## src/rtl/axil_slave_if_if.sv

```systemverilog
// AXI4-Lite bus bundle between an initiator and the register-bank slave front-end.
interface axil_slave_if_if #(
  parameter int ADDR_WIDTH = 32
);
  logic [ADDR_WIDTH-1:0] s_awaddr;
  logic                  s_awvalid;
  logic                  s_awready;

  logic [31:0]           s_wdata;
  logic [3:0]            s_wstrb;
  logic                  s_wvalid;
  logic                  s_wready;

  logic [1:0]            s_bresp;
  logic                  s_bvalid;
  logic                  s_bready;

  logic [ADDR_WIDTH-1:0] s_araddr;
  logic                  s_arvalid;
  logic                  s_arready;

  logic [31:0]           s_rdata;
  logic [1:0]            s_rresp;
  logic                  s_rvalid;
  logic                  s_rready;

  modport slave (
    input  s_awaddr, s_awvalid, output s_awready,
    input  s_wdata, s_wstrb, s_wvalid, output s_wready,
    output s_bresp, s_bvalid, input s_bready,
    input  s_araddr, s_arvalid, output s_arready,
    output s_rdata, s_rresp, s_rvalid, input s_rready
  );

  modport master (
    output s_awaddr, s_awvalid, input s_awready,
    output s_wdata, s_wstrb, s_wvalid, input s_wready,
    input  s_bresp, s_bvalid, output s_bready,
    output s_araddr, s_arvalid, input s_arready,
    input  s_rdata, s_rresp, s_rvalid, output s_rready
  );
endinterface

```

## src/rtl/axil_slave_if.sv

```systemverilog
// AXI4-Lite slave front-end for the 16-entry register bank: write = AW/W capture, one-cycle
// write_en, then B; read = AR capture, one settle cycle, then R. All outputs registered.
module axil_slave_if #(
  parameter int ADDR_WIDTH = 32,
  parameter int NUM_REGS   = 16,
  parameter int RO_IDX     = 3
) (
  input  logic                  clk,
  input  logic                  reset,
  axil_slave_if_if.slave        s,
  output logic                  write_en,
  output logic [ADDR_WIDTH-1:0] write_addr,
  output logic [31:0]           write_data,
  output logic [ADDR_WIDTH-1:0] read_addr,
  input  logic [31:0]           read_data
);
  localparam int                    IDX_W       = $clog2(NUM_REGS);
  localparam logic [ADDR_WIDTH-1:0] ADDR_LIMIT  = ADDR_WIDTH'(4 * NUM_REGS);
  localparam logic [1:0]            RESP_OKAY   = 2'b00;
  localparam logic [1:0]            RESP_SLVERR = 2'b10;

  typedef enum logic [1:0] {W_IDLE, W_EXEC, W_RESP} w_state_t;
  typedef enum logic [1:0] {R_IDLE, R_ADDR, R_DATA} r_state_t;

  w_state_t              w_state_q, w_state_d;
  logic                  aw_held_q, aw_held_d;
  logic                  w_held_q, w_held_d;
  logic [ADDR_WIDTH-1:0] awaddr_q, awaddr_d;
  logic [31:0]           wdata_q, wdata_d;
  logic [3:0]            wstrb_q, wstrb_d;
  logic                  awready_q, awready_d;
  logic                  wready_q, wready_d;
  logic                  bvalid_q, bvalid_d;
  logic [1:0]            bresp_q, bresp_d;
  logic                  write_en_q, write_en_d;
  logic [ADDR_WIDTH-1:0] write_addr_q, write_addr_d;
  logic [31:0]           write_data_q, write_data_d;

  r_state_t              r_state_q, r_state_d;
  logic                  arready_q, arready_d;
  logic [ADDR_WIDTH-1:0] read_addr_q, read_addr_d;
  logic                  rvalid_q, rvalid_d;
  logic [31:0]           rdata_q, rdata_d;
  logic [1:0]            rresp_q, rresp_d;

  logic                  aw_fire, w_fire, ar_fire;
  logic [ADDR_WIDTH-1:0] wr_addr_sel;
  logic [31:0]           wr_data_sel;
  logic [3:0]            wr_strb_sel;
  logic                  wr_legal;
  logic                  rd_in_range;

  assign aw_fire = s.s_awvalid & awready_q;
  assign w_fire  = s.s_wvalid  & wready_q;
  assign ar_fire = s.s_arvalid & arready_q;

  // The half that arrived earlier comes from its holding register, the other straight off the bus.
  assign wr_addr_sel = aw_held_q ? awaddr_q : s.s_awaddr;
  assign wr_data_sel = w_held_q  ? wdata_q  : s.s_wdata;
  assign wr_strb_sel = w_held_q  ? wstrb_q  : s.s_wstrb;

  assign wr_legal = (wr_addr_sel < ADDR_LIMIT)
                 && (wr_addr_sel[IDX_W+1:2] != IDX_W'(RO_IDX))
                 && (wr_strb_sel == 4'hF);
  assign rd_in_range = (read_addr_q < ADDR_LIMIT);

  always_comb begin
    w_state_d    = w_state_q;
    aw_held_d    = aw_held_q;
    w_held_d     = w_held_q;
    awaddr_d     = awaddr_q;
    wdata_d      = wdata_q;
    wstrb_d      = wstrb_q;
    bvalid_d     = bvalid_q;
    bresp_d      = bresp_q;
    write_en_d   = 1'b0;
    write_addr_d = write_addr_q;
    write_data_d = write_data_q;

    case (w_state_q)
      W_IDLE: begin
        if (aw_fire) begin
          aw_held_d = 1'b1;
          awaddr_d  = s.s_awaddr;
        end
        if (w_fire) begin
          w_held_d = 1'b1;
          wdata_d  = s.s_wdata;
          wstrb_d  = s.s_wstrb;
        end
        if ((aw_held_q || aw_fire) && (w_held_q || w_fire)) begin
          w_state_d    = W_EXEC;
          write_en_d   = wr_legal;
          write_addr_d = wr_addr_sel;
          write_data_d = wr_data_sel;
          bresp_d      = wr_legal ? RESP_OKAY : RESP_SLVERR;
        end
      end
      W_EXEC: begin
        bvalid_d  = 1'b1;
        w_state_d = W_RESP;
      end
      W_RESP: begin
        if (s.s_bready) begin
          bvalid_d  = 1'b0;
          aw_held_d = 1'b0;
          w_held_d  = 1'b0;
          w_state_d = W_IDLE;
        end
      end
      default: w_state_d = W_IDLE;
    endcase

    awready_d = (w_state_d == W_IDLE) && !aw_held_d;
    wready_d  = (w_state_d == W_IDLE) && !w_held_d;
  end

  always_ff @(posedge clk or posedge reset) begin
    if (reset) begin
      w_state_q    <= W_IDLE;
      aw_held_q    <= 1'b0;
      w_held_q     <= 1'b0;
      awaddr_q     <= '0;
      wdata_q      <= '0;
      wstrb_q      <= '0;
      awready_q    <= 1'b0;
      wready_q     <= 1'b0;
      bvalid_q     <= 1'b0;
      bresp_q      <= RESP_OKAY;
      write_en_q   <= 1'b0;
      write_addr_q <= '0;
      write_data_q <= '0;
    end else begin
      w_state_q    <= w_state_d;
      aw_held_q    <= aw_held_d;
      w_held_q     <= w_held_d;
      awaddr_q     <= awaddr_d;
      wdata_q      <= wdata_d;
      wstrb_q      <= wstrb_d;
      awready_q    <= awready_d;
      wready_q     <= wready_d;
      bvalid_q     <= bvalid_d;
      bresp_q      <= bresp_d;
      write_en_q   <= write_en_d;
      write_addr_q <= write_addr_d;
      write_data_q <= write_data_d;
    end
  end

  // read_data is sampled at the end of R_ADDR, before any same-cycle bank write lands.
  always_comb begin
    r_state_d   = r_state_q;
    read_addr_d = read_addr_q;
    rvalid_d    = rvalid_q;
    rdata_d     = rdata_q;
    rresp_d     = rresp_q;

    case (r_state_q)
      R_IDLE: begin
        if (ar_fire) begin
          read_addr_d = s.s_araddr;
          r_state_d   = R_ADDR;
        end
      end
      R_ADDR: begin
        rdata_d   = rd_in_range ? read_data : 32'h0;
        rresp_d   = rd_in_range ? RESP_OKAY : RESP_SLVERR;
        rvalid_d  = 1'b1;
        r_state_d = R_DATA;
      end
      R_DATA: begin
        if (s.s_rready) begin
          rvalid_d  = 1'b0;
          r_state_d = R_IDLE;
        end
      end
      default: r_state_d = R_IDLE;
    endcase

    arready_d = (r_state_d == R_IDLE);
  end

  always_ff @(posedge clk or posedge reset) begin
    if (reset) begin
      r_state_q   <= R_IDLE;
      arready_q   <= 1'b0;
      read_addr_q <= '0;
      rvalid_q    <= 1'b0;
      rdata_q     <= '0;
      rresp_q     <= RESP_OKAY;
    end else begin
      r_state_q   <= r_state_d;
      arready_q   <= arready_d;
      read_addr_q <= read_addr_d;
      rvalid_q    <= rvalid_d;
      rdata_q     <= rdata_d;
      rresp_q     <= rresp_d;
    end
  end

  assign s.s_awready = awready_q;
  assign s.s_wready  = wready_q;
  assign s.s_bvalid  = bvalid_q;
  assign s.s_bresp   = bresp_q;
  assign s.s_arready = arready_q;
  assign s.s_rvalid  = rvalid_q;
  assign s.s_rdata   = rdata_q;
  assign s.s_rresp   = rresp_q;

  assign write_en   = write_en_q;
  assign write_addr = write_addr_q;
  assign write_data = write_data_q;
  assign read_addr  = read_addr_q;
endmodule

```

## src/flat_wrapper.sv

```systemverilog
// flat-port wrapper written by rule: the top's interface ports become plain ports
module axil_slave_if_flat 
#(
  parameter int ADDR_WIDTH = 32,
  parameter int NUM_REGS   = 16,
  parameter int RO_IDX     = 3
)
  (clk, reset, write_en, write_addr, write_data, read_addr, read_data, s_s_awaddr, s_s_awvalid, s_s_awready, s_s_wdata, s_s_wstrb, s_s_wvalid, s_s_wready, s_s_bresp, s_s_bvalid, s_s_bready, s_s_araddr, s_s_arvalid, s_s_arready, s_s_rdata, s_s_rresp, s_s_rvalid, s_s_rready);
  axil_slave_if_if #(.ADDR_WIDTH(ADDR_WIDTH)) s_i ();
  input  logic clk;
  input  logic reset;
  output logic write_en;
  output logic [ADDR_WIDTH-1:0] write_addr;
  output logic [31:0] write_data;
  output logic [ADDR_WIDTH-1:0] read_addr;
  input  logic [31:0] read_data;
  input wire logic [$bits(s_i.s_awaddr)-1:0] s_s_awaddr;
  input wire logic [$bits(s_i.s_awvalid)-1:0] s_s_awvalid;
  output wire logic [$bits(s_i.s_awready)-1:0] s_s_awready;
  input wire logic [$bits(s_i.s_wdata)-1:0] s_s_wdata;
  input wire logic [$bits(s_i.s_wstrb)-1:0] s_s_wstrb;
  input wire logic [$bits(s_i.s_wvalid)-1:0] s_s_wvalid;
  output wire logic [$bits(s_i.s_wready)-1:0] s_s_wready;
  output wire logic [$bits(s_i.s_bresp)-1:0] s_s_bresp;
  output wire logic [$bits(s_i.s_bvalid)-1:0] s_s_bvalid;
  input wire logic [$bits(s_i.s_bready)-1:0] s_s_bready;
  input wire logic [$bits(s_i.s_araddr)-1:0] s_s_araddr;
  input wire logic [$bits(s_i.s_arvalid)-1:0] s_s_arvalid;
  output wire logic [$bits(s_i.s_arready)-1:0] s_s_arready;
  output wire logic [$bits(s_i.s_rdata)-1:0] s_s_rdata;
  output wire logic [$bits(s_i.s_rresp)-1:0] s_s_rresp;
  output wire logic [$bits(s_i.s_rvalid)-1:0] s_s_rvalid;
  input wire logic [$bits(s_i.s_rready)-1:0] s_s_rready;
  assign s_i.s_awaddr = s_s_awaddr;
  assign s_i.s_awvalid = s_s_awvalid;
  assign s_s_awready = s_i.s_awready;
  assign s_i.s_wdata = s_s_wdata;
  assign s_i.s_wstrb = s_s_wstrb;
  assign s_i.s_wvalid = s_s_wvalid;
  assign s_s_wready = s_i.s_wready;
  assign s_s_bresp = s_i.s_bresp;
  assign s_s_bvalid = s_i.s_bvalid;
  assign s_i.s_bready = s_s_bready;
  assign s_i.s_araddr = s_s_araddr;
  assign s_i.s_arvalid = s_s_arvalid;
  assign s_s_arready = s_i.s_arready;
  assign s_s_rdata = s_i.s_rdata;
  assign s_s_rresp = s_i.s_rresp;
  assign s_s_rvalid = s_i.s_rvalid;
  assign s_i.s_rready = s_s_rready;
  axil_slave_if #(.ADDR_WIDTH(ADDR_WIDTH), .NUM_REGS(NUM_REGS), .RO_IDX(RO_IDX)) u_core (.clk(clk), .reset(reset), .s(s_i), .write_en(write_en), .write_addr(write_addr), .write_data(write_data), .read_addr(read_addr), .read_data(read_data));
endmodule
```

## config.mk

```make
export PLATFORM = sky130hd
export DESIGN_NAME = axil_slave_if_flat
export DESIGN_NICKNAME = d
export VERILOG_FILES = /design/src/rtl/axil_slave_if_if.sv /design/src/rtl/axil_slave_if.sv /design/src/flat_wrapper.sv
export SDC_FILE = /design/constraint.sdc
export NUM_CORES = 1
export LEC_CHECK = 0
export ABC_AREA = 0
export CAP_MARGIN = 30
export CORE_MARGIN = 3
export CORE_UTILIZATION = 38
export DETAILED_ROUTE_END_ITERATION = 10
export PLACE_DENSITY = 0.71
export SYNTH_ARGS = -nofsm -noshare
export SYNTH_HDL_FRONTEND = slang
export SYNTH_SLANG_ARGS = --single-unit
```

## constraint.sdc

```tcl
create_clock -name clk -period 6.72 [get_ports clk]
set_clock_uncertainty 0.15 [all_clocks]
set_input_delay 0.672 -clock clk [delete_from_list [all_inputs] [get_ports clk]]
set_output_delay 0.672 -clock clk [all_outputs]
set_load 0.03 [all_outputs]
```

# --- Yosys cells after proc, flatten, opt, wreduce, memory -nomap -nowiden ---
# Index checks and enable logic that the tools add are counted.
totals:
  inputBits: 139
  word_cells: 77
  regBits: 212
  output_inout_bits: 138
op_classes:
  n_eq_ne: 8
  bitwise: 3
  n_reduce_logical: 21
  n_lt_le_gt_ge: 2
  muxes: 24
op_table:
  columns: ["cell", "count"]
  rows:
  - ["$mux W32", 3]
  - ["$lt A32 B7 Y1 const B", 2]
  - ["$mux W2", 6]
  - ["$pmux W2 S3", 2]
  - ["$reduce_and A2 Y1", 6]
  - ["$logic_not A2 Y1", 4]
  - ["$mux W1", 8]
  - ["$pmux W1 S2", 4]
  - ["$logic_and A1 B1 Y1", 5]
  - ["$eq A2 B1 Y1 const B", 2]
  - ["$eq A2 B2 Y1 const B", 2]
  - ["$eq A4 B4 Y1 const B", 1]
  - ["$mux W4", 1]
  - ["$ne A2 B2 Y1 const B", 2]
  - ["$ne A4 B2 Y1 const B", 1]
  - ["$reduce_bool A2 Y1", 2]
  - ["$and A1 B1 Y1", 3]
  - ["$logic_not A1 Y1", 2]
  - ["$logic_or A1 B1 Y1", 2]

# --- Depth between registers and ports, before layout ---
# Gate-level depths: netlist of the first run.
logic_depth:
  word_depth: 7
  depth_mapped: 7
  mapped_depth_nobuf: 4

# --- Worst setup path after synthesis of the first run ---
# No wires, ideal clock.
synth_timing:
  kind: "register to register"
  from: "reg u_core.read_addr_q[30], in the netlist u_core.read_addr[30]"
  to: "reg u_core.rdata_q[10], in the netlist u_core.s.s_rdata[10]"
  path_stages_with_launch: 6
  required_ns: 6.506
  setup_ns: 0.064
  path_slack_ns: 4.418
  n_path_buf: 1
  synth_period_minus_slack_ns: 2.302
  arrival_time_ns: 2.087
  path_cell_list: "dfrtp_1 > or4_1 > or4_4 > nor3_4 > buf_6 > a22o_2"
synth_between:
  elab_chain_len: 2
synth_lines:
  columns: ["element", "line", "text"]
  rows:
  - ["from (decl)", "axil_slave_if.sv:41", "logic [ADDR_WIDTH-1:0] read_addr_q, read_addr_d;"]
  - ["from (signal assigned)", "axil_slave_if.sv:194", "read_addr_q <= read_addr_d;"]
  - ["$lt A32 B7 Y1", "axil_slave_if.sv:65", "assign rd_in_range = (read_addr_q < ADDR_LIMIT);"]
  - ["$mux W32", "axil_slave_if.sv:166", "rdata_d = rd_in_range ? read_data : 32'h0;"]
  - ["to (signal assigned)", "axil_slave_if.sv:196", "rdata_q <= rdata_d;"]
  - ["to (decl)", "axil_slave_if.sv:43", "logic [31:0] rdata_q, rdata_d;"]
# No other way between the ends.
# A chain may end at the register's enable or synchronous reset.

# --- Worst setup path in the final report of the first run ---
layout_timing:
  from: "in s_s_awvalid"
  to: "reg u_core.write_data_q[2], in the netlist u_core.write_data[2]"
layout_between:
  elab_chain_len: 4
layout_lines:
  columns: ["element", "line", "text"]
  rows:
  - ["from (decl)", "flat_wrapper.sv:18", "input wire logic [$bits(s_i.s_awvalid)-1:0] s_s_awvalid;"]
  - ["$and A1 B1 Y1", "axil_slave_if.sv:53", "assign aw_fire = s.s_awvalid & awready_q;"]
  - ["$logic_or A1 B1 Y1", "axil_slave_if.sv:91", "if ((aw_held_q || aw_fire) && (w_held_q || w_fire)) begin"]
  - ["$logic_and A1 B1 Y1", "axil_slave_if.sv:91", null]
  - ["$reduce_and A2 Y1 (no line)", null, null]
  - ["to (signal assigned)", "axil_slave_if.sv:146", "write_data_q <= write_data_d;"]
  - ["to (decl)", "axil_slave_if.sv:37", "logic [31:0] write_data_q, write_data_d;"]
# No other way between the ends.

==> results of run 1 <==
## final cells by class
| cell class | instances | area [µm²] |
|---|---|---|
| Fill cell | 1833 | 9520 |
| Sequential cell | 210 | 5260 |
| Multi-Input combinational cell | 395 | 3110 |
| Timing Repair Buffer | 286 | 2870 |
| Clock buffer | 31 | 686 |
| Tap cell | 280 | 350 |
| Clock inverter | 10 | 150 |
| Inverter | 5 | 26.3 |
## stage by stage
step | utilization (%) | instances
CTS | 56.5 | 1216
floorplan | - | 652
global placement | 52.6 | 1174
finish | 56.7 | 1217
detailed placement | 52.7 | 1175
global route | 56.7 | 1217
## sequential cells by signal (all words and copies together), names as in the netlist, 2 cells and up
| signal | flops |
|---|---|
| u_core.awaddr_q | 32 |
| u_core.r_state_q | 2 |
| u_core.read_addr | 32 |
| u_core.s.s_rdata | 32 |
| u_core.w_state_q | 2 |
| u_core.wdata_q | 32 |
| u_core.write_addr | 32 |
| u_core.write_data | 32 |
| u_core.wstrb_q | 4 |
## final timing paths
check | cells after the start | end | slack, ps | startpoint
worst max-delay path | 7 | u_core.write_data[2] | 4040 | s_s_awvalid
worst min-delay path | 1 | u_core.wdata_q[0] | 350 | u_core.wdata_q[0]
worst max register to register | 6 | u_core.write_data[2] | 4060 | u_core.w_held_q
worst min register to register | 1 | u_core.wdata_q[0] | 350 | u_core.wdata_q[0]
max in group asynchronous | 3 | u_core.w_held_q | 4670 | reset
min in group asynchronous | 2 | u_core.read_addr[20] | 490 | reset
## cell families (layout without fill, tap and decap cells)
| kind of cell | Yosys count | after routing | synth area share (%) |
|---|---|---|---|
| AND/OR/NAND/NOR | 117 | 117 | 6.64 |
| other | 1 | 2 | 0.0439 |
| flip-flops | 210 | 210 | 61.5 |
| AO/OA/AOI/OAI | 111 | 111 | 8.55 |
| multiplexers | 165 | 165 | 20.8 |
| buffers and inverters | 47 | 332 | 2.52 |
## routing by layer
metal | track usage (%) | vias up | routed length [µm]
met3 | 5.85 | 26 | 1930
met5 | 0 | - | 0
li1 | - | 2880 | -
met4 | 3.53 | 0 | 338
met1 | 22.4 | 2958 | 9150
met2 | 29.1 | 202 | 10400
## critical path: stages
cell and delay (ps):
clkdlybuf4s50_1 480, a21oi_1 90, nor4_2 210, buf_4 520, buf_4 690, nor2_1 80, a21oi_1 160
## power by group
part	leakage, nW	switching [mW]	internal [mW]
sequential	2.51	0.371	1.82
combinational	2.37	1.45	1.24
clock	0.421	0.499	0.864
## placed cells by master, fill, tap and decap left out, types with 2 or more instances in the layout
cell / netlist / routed
clkdlybuf4s50_1: 0 / 274
nand3_1: 3 / 3
nand2_1: 7 / 7
mux2_2: 100 / 100
nand4_1: 3 / 3
clkinv_2: 0 / 6
nor2_1: 68 / 68
or4_1: 2 / 2
a21oi_1: 71 / 71
o21a_1: 2 / 2
nor3_2: 1 / 2
nor4_1: 17 / 16
dfrtp_2: 0 / 2
bufinv_16: 0 / 4
a22o_1: 4 / 4
or4bb_1: 2 / 2
a22o_2: 28 / 28
clkbuf_16: 0 / 23
clkbuf_8: 0 / 8
and3_1: 2 / 2
conb_1: 1 / 2
mux2i_1: 65 / 65
or3_1: 2 / 2
buf_4: 2 / 10
dfrtp_1: 210 / 208
nor3_1: 5 / 3
nor3_4: 1 / 2
inv_1: 5 / 4
==> qor.yml, run 1 <==
run_status:
  status: "finished clean"
setup_path:
  critPathLaunchType: "input pin"
  critPathKind: "in2reg"
  end_kind: "flop"
  cp_max_fo: 75
  cp.arrival_ps: 2940
  cp_data_required_time_ps: 6980
pwr:
  powerDensity_nw_per_um2: 501
  irDropWorstVdd_mv: 0.320
  power_mw: 6.24
  leakagePower_nw: 5.30
clocking:
  clk_path_buf_depth: 3
  clk_pin_slew_worst_paths_ps: 60
  cts_root_buf: "clkbuf_16"
  cts_resized: 0
  cts_buffers: 23
  worstSkewPairLatency_ps: 500
  post-cts-setup-buffer-count: 0
  postCtsHoldBufs: 0
  cts_tree: "yes"
  h-tree-depth: 1
  cts_sinks: 210
timing:
  fmax_mhz: 373
  finalSetupViolations: 0
  fin_crit_sh_pct: 39.9
  rsz0062_at_grt: "no"
  finalMaxSlewViolations: 0
  slew_headroom_pct: 47.1
  period_needed_ps: 2680
  tns_ps: 0
  layout_setup_ws_ps: 4040
  timing.hold.ws_ps: 354
  hold_violations: 0
  worst-slew-pin-transition_ps: 793
floorplanning:
  rows: 54
  die_h_um: 156
  die_w_um: 156
  ios: 277
  core_area_um2: 22000
  initial_core_util_pct: 38.9
  dieArea_um2: 24300
global_route:
  antenna_found_initial: 0
  grt_max_degree: 76
  grt_overflow: 0
  grt_use_total_pct: 17.5
  grt_pass1_wl_um: 34700
  grt_pass1_vias: 6505
routing:
  remaining_drc_errors: 0
  firstDrtPassIters: 4
  drt_iter0_markers: 247
  antenna_left: 0
  wl_per_cell_um: 17.9
  vias: 6066
  via_per_inst: 4.98
  wl_um: 21800
logic_synthesis:
  synth_top_cell_area_share_pct: 61.5
  yosysUniqueCellTypes: 36
  ys_seq_area_share_pct: 61.5
  syn_inst: 651
  syn_area_per_cell_um2: 13.1
  ys_warn_count: 0
  postSynth.asyncResetShare_pct: 100
  syn_area_um2: 8550
  synthTopCellsByArea: "dfrtp_1 (61%), mux2_2 (13%), mux2i_1 (7.6%)"
  yosysTopAreaCell: "dfrtp_1"
  synth_edf_count: 0
  synth_flop_cell: "dfrtp_1"
  synth_common_cells: "dfrtp_1 (210), mux2_2 (100), a21oi_1 (71)"
  synth-seq-cells: 210
  yosysMostFrequentCell: "dfrtp_1"
run:
  cap_violations: 0
hold_path:
  min_path_type: "reg2reg"
placed_design:
  post-dp-hpwl_um: 15000
  post-place-ws_ps: 3540
  io_buffers: 274
  dpl_cell_area_um2: 11600
  globalplace.congestion: 0.763
finish:
  finish.instance_area_um2: 12400
  antenna_cells: 0
  nNetsFinal: 1060
  syn_to_final_growth_pct: 45.5
  drive_above_1_share_pct: 20.3
(Power assumes the default switching activity.)
==> run 2: changes to the inputs <==
Settings changed: PLACE_DENSITY 0.71 to 0.68.
Clock period 6.72 ns to 2.8 ns, I/O delays scaled along.
==> run 2 against run 1 <==
  * Die area stayed put
  * Critical path depth fell by 2
  * Routed wire length grew 1.6%
  * Cell count about the same
  * Utilization shrank 0.12 points
  * Critical path type is now reg2reg
  * Total power rose by 140%
  * Clock-buffer cell count increased by 3
  * Clock power is 120% higher
==> qor.yml, run 2 (synthesis gave the netlist of run 1 again) <==
routing:
  wl_per_cell_um: 18.2
  via_per_inst: 5.00
  wl_um: 22100
  firstDrtPassIters: 4
  vias: 6093
  antenna_left: 0
  remaining_drc_errors: 0
  drt_iter0_markers: 285
floorplanning:
  die_w_um: 156
  initial_core_util_pct: 38.9
  rows: 54
  core_area_um2: 22000
  ios: 277
  dieArea_um2: 24300
  die_h_um: 156
pwr:
  irDropWorstVdd_mv: 0.733
  powerDensity_nw_per_um2: 1190
  power_mw: 14.8
  leakagePower_nw: 5.26
finish:
  drive_above_1_share_pct: 19.6
  post-route-util_pct: 56.5
  nNetsFinal: 1062
  mostFrequentLayoutCell: "clkdlybuf4s50_1"
  syn_to_final_growth_pct: 45.2
  fin_cells: 1218
  final_cell_mix: "clkdlybuf4s50_1 (274), dfrtp_1 (208), mux2_2 (100)"
  antenna_cells: 0
timing:
  fmax_mhz: 422
  slew_headroom_pct: 65.5
  fin_crit_sh_pct: 84.6
  finalSetupViolations: 0
  finalMaxSlewViolations: 0
  hold_violations: 0
  worst-slew-pin-transition_ps: 504
  period_needed_ps: 2370
  rsz0062_at_grt: "no"
setup_path:
  critPathKind: "reg2reg"
  critPathLaunchType: "flop"
  cp.arrival_ps: 2650
  end_kind: "flop"
  worstPathCellList: "or4_1 > or4_4 > nor3_4 > buf_4 > a22o_2"
  max_stage_delay_ps: 540
  crit_slowest_cell: "or4_1"
  reg2reg_setup_slack_ps: 430
  cp_max_fo: 33
  cp_data_required_time_ps: 3080
clocking:
  cts_resized: 0
  cts_tree: "yes"
  clk_pin_slew_worst_paths_ps: 60
  cts_root_buf: "clkbuf_16"
  cts_sinks: 210
  cts_buffers: 23
  worstSkewPairLatency_ps: 490
  clk_path_buf_depth: 3
  post-cts-setup-buffer-count: 0
  postCtsHoldBufs: 0
  h-tree-depth: 1
global_route:
  grt_use_total_pct: 17.9
  antenna_found_initial: 0
  grt_max_degree: 82
  grt_pass1_wl_um: 35000
  grt_overflow: 0
  grt_pass1_vias: 6409
hold_path:
  min_path_type: "in2async"
placed_design:
  io_buffers: 274
  globalplace.congestion: 0.744
  post-dp-hpwl_um: 15200
  numPlacedInstances: 1178
run:
  cap_violations: 0
run_status:
  status: "finished clean"
-- run 2: changes by cell type in the layout (fill, tap and decap cells not counted), sizes merged --
cell | previous run | this run
clkinvlp | 0 | 2
bufinv | 4 | 2
clkinv | 6 | 3
clkbuf | 31 | 34
inv | 5 | 4
buf | 12 | 14
-- run 2: final timing paths --
kind,from,cells after the start,endpoint
setup / recovery,u_core.read_addr[30],5,u_core.s.s_rdata[18]
hold / removal,reset,2,u_core.write_data[3]
setup reg to reg,u_core.read_addr[30],5,u_core.s.s_rdata[18]
hold reg to reg,u_core.wstrb_q[1],1,u_core.wstrb_q[1]
max in group asynchronous,reset,3,u_core.s.s_rdata[6]
min in group clk,read_data[28],2,u_core.s.s_rdata[28]
-- run 2: power breakdown --
| group | switching, mW | leakage, nW | internal (mW) |
|---|---|---|---|
| logic | 3.46 | 2.39 | 3.02 |
| registers | 0.923 | 2.51 | 4.36 |
| clock network | 1.19 | 0.361 | 1.80 |
| total | 5.57 | 5.26 | 9.18 |
-- run 2: final cells by class --
| class | instances | area [µm²] |
|---|---|---|
| Clock buffer | 34 | 657 |
| Clock inverter | 6 | 86.3 |
| Fill cell | 1844 | 9540 |
| Inverter | 5 | 22.5 |
| Multi-Input combinational cell | 395 | 3110 |
| Sequential cell | 210 | 5260 |
| Tap cell | 280 | 350 |
| Timing Repair Buffer | 288 | 2940 |
-- run 2: per-stage QoR --
step	cell area [µm²]	worst slack, ps	hold WS [ps]	setup TNS, ps
2_1_floorplan	8560	-358	263	-75220
3_3_place_gp	11700	470	332	0
3_5_place_dp	11700	434	342	0
4_1_cts	12400	430	19.5	0
5_1_grt	12400	352	37.3	0
6_report	12400	432	27.9	0
-- run 2: worst max-delay path: cells and delay by family (launching register included) --
family                 cells  cell delay, ps
AOI/OAI and AO/OA          1             200
and+or+nand+nor            3            1210
buffers and inverters      1             360
DFF                        1             380
-- run 2: per-layer routing --
metal / part of all wire (%) / vias up / global-route usage (%)
met3: 9.0 / 35 / 5.88
met1: 43 / 2949 / 23.4
met4: 2.1 / 0 / 4.42
li1: - / 2888 / -
met5: 0 / - / 0
met2: 46 / 221 / 28.9
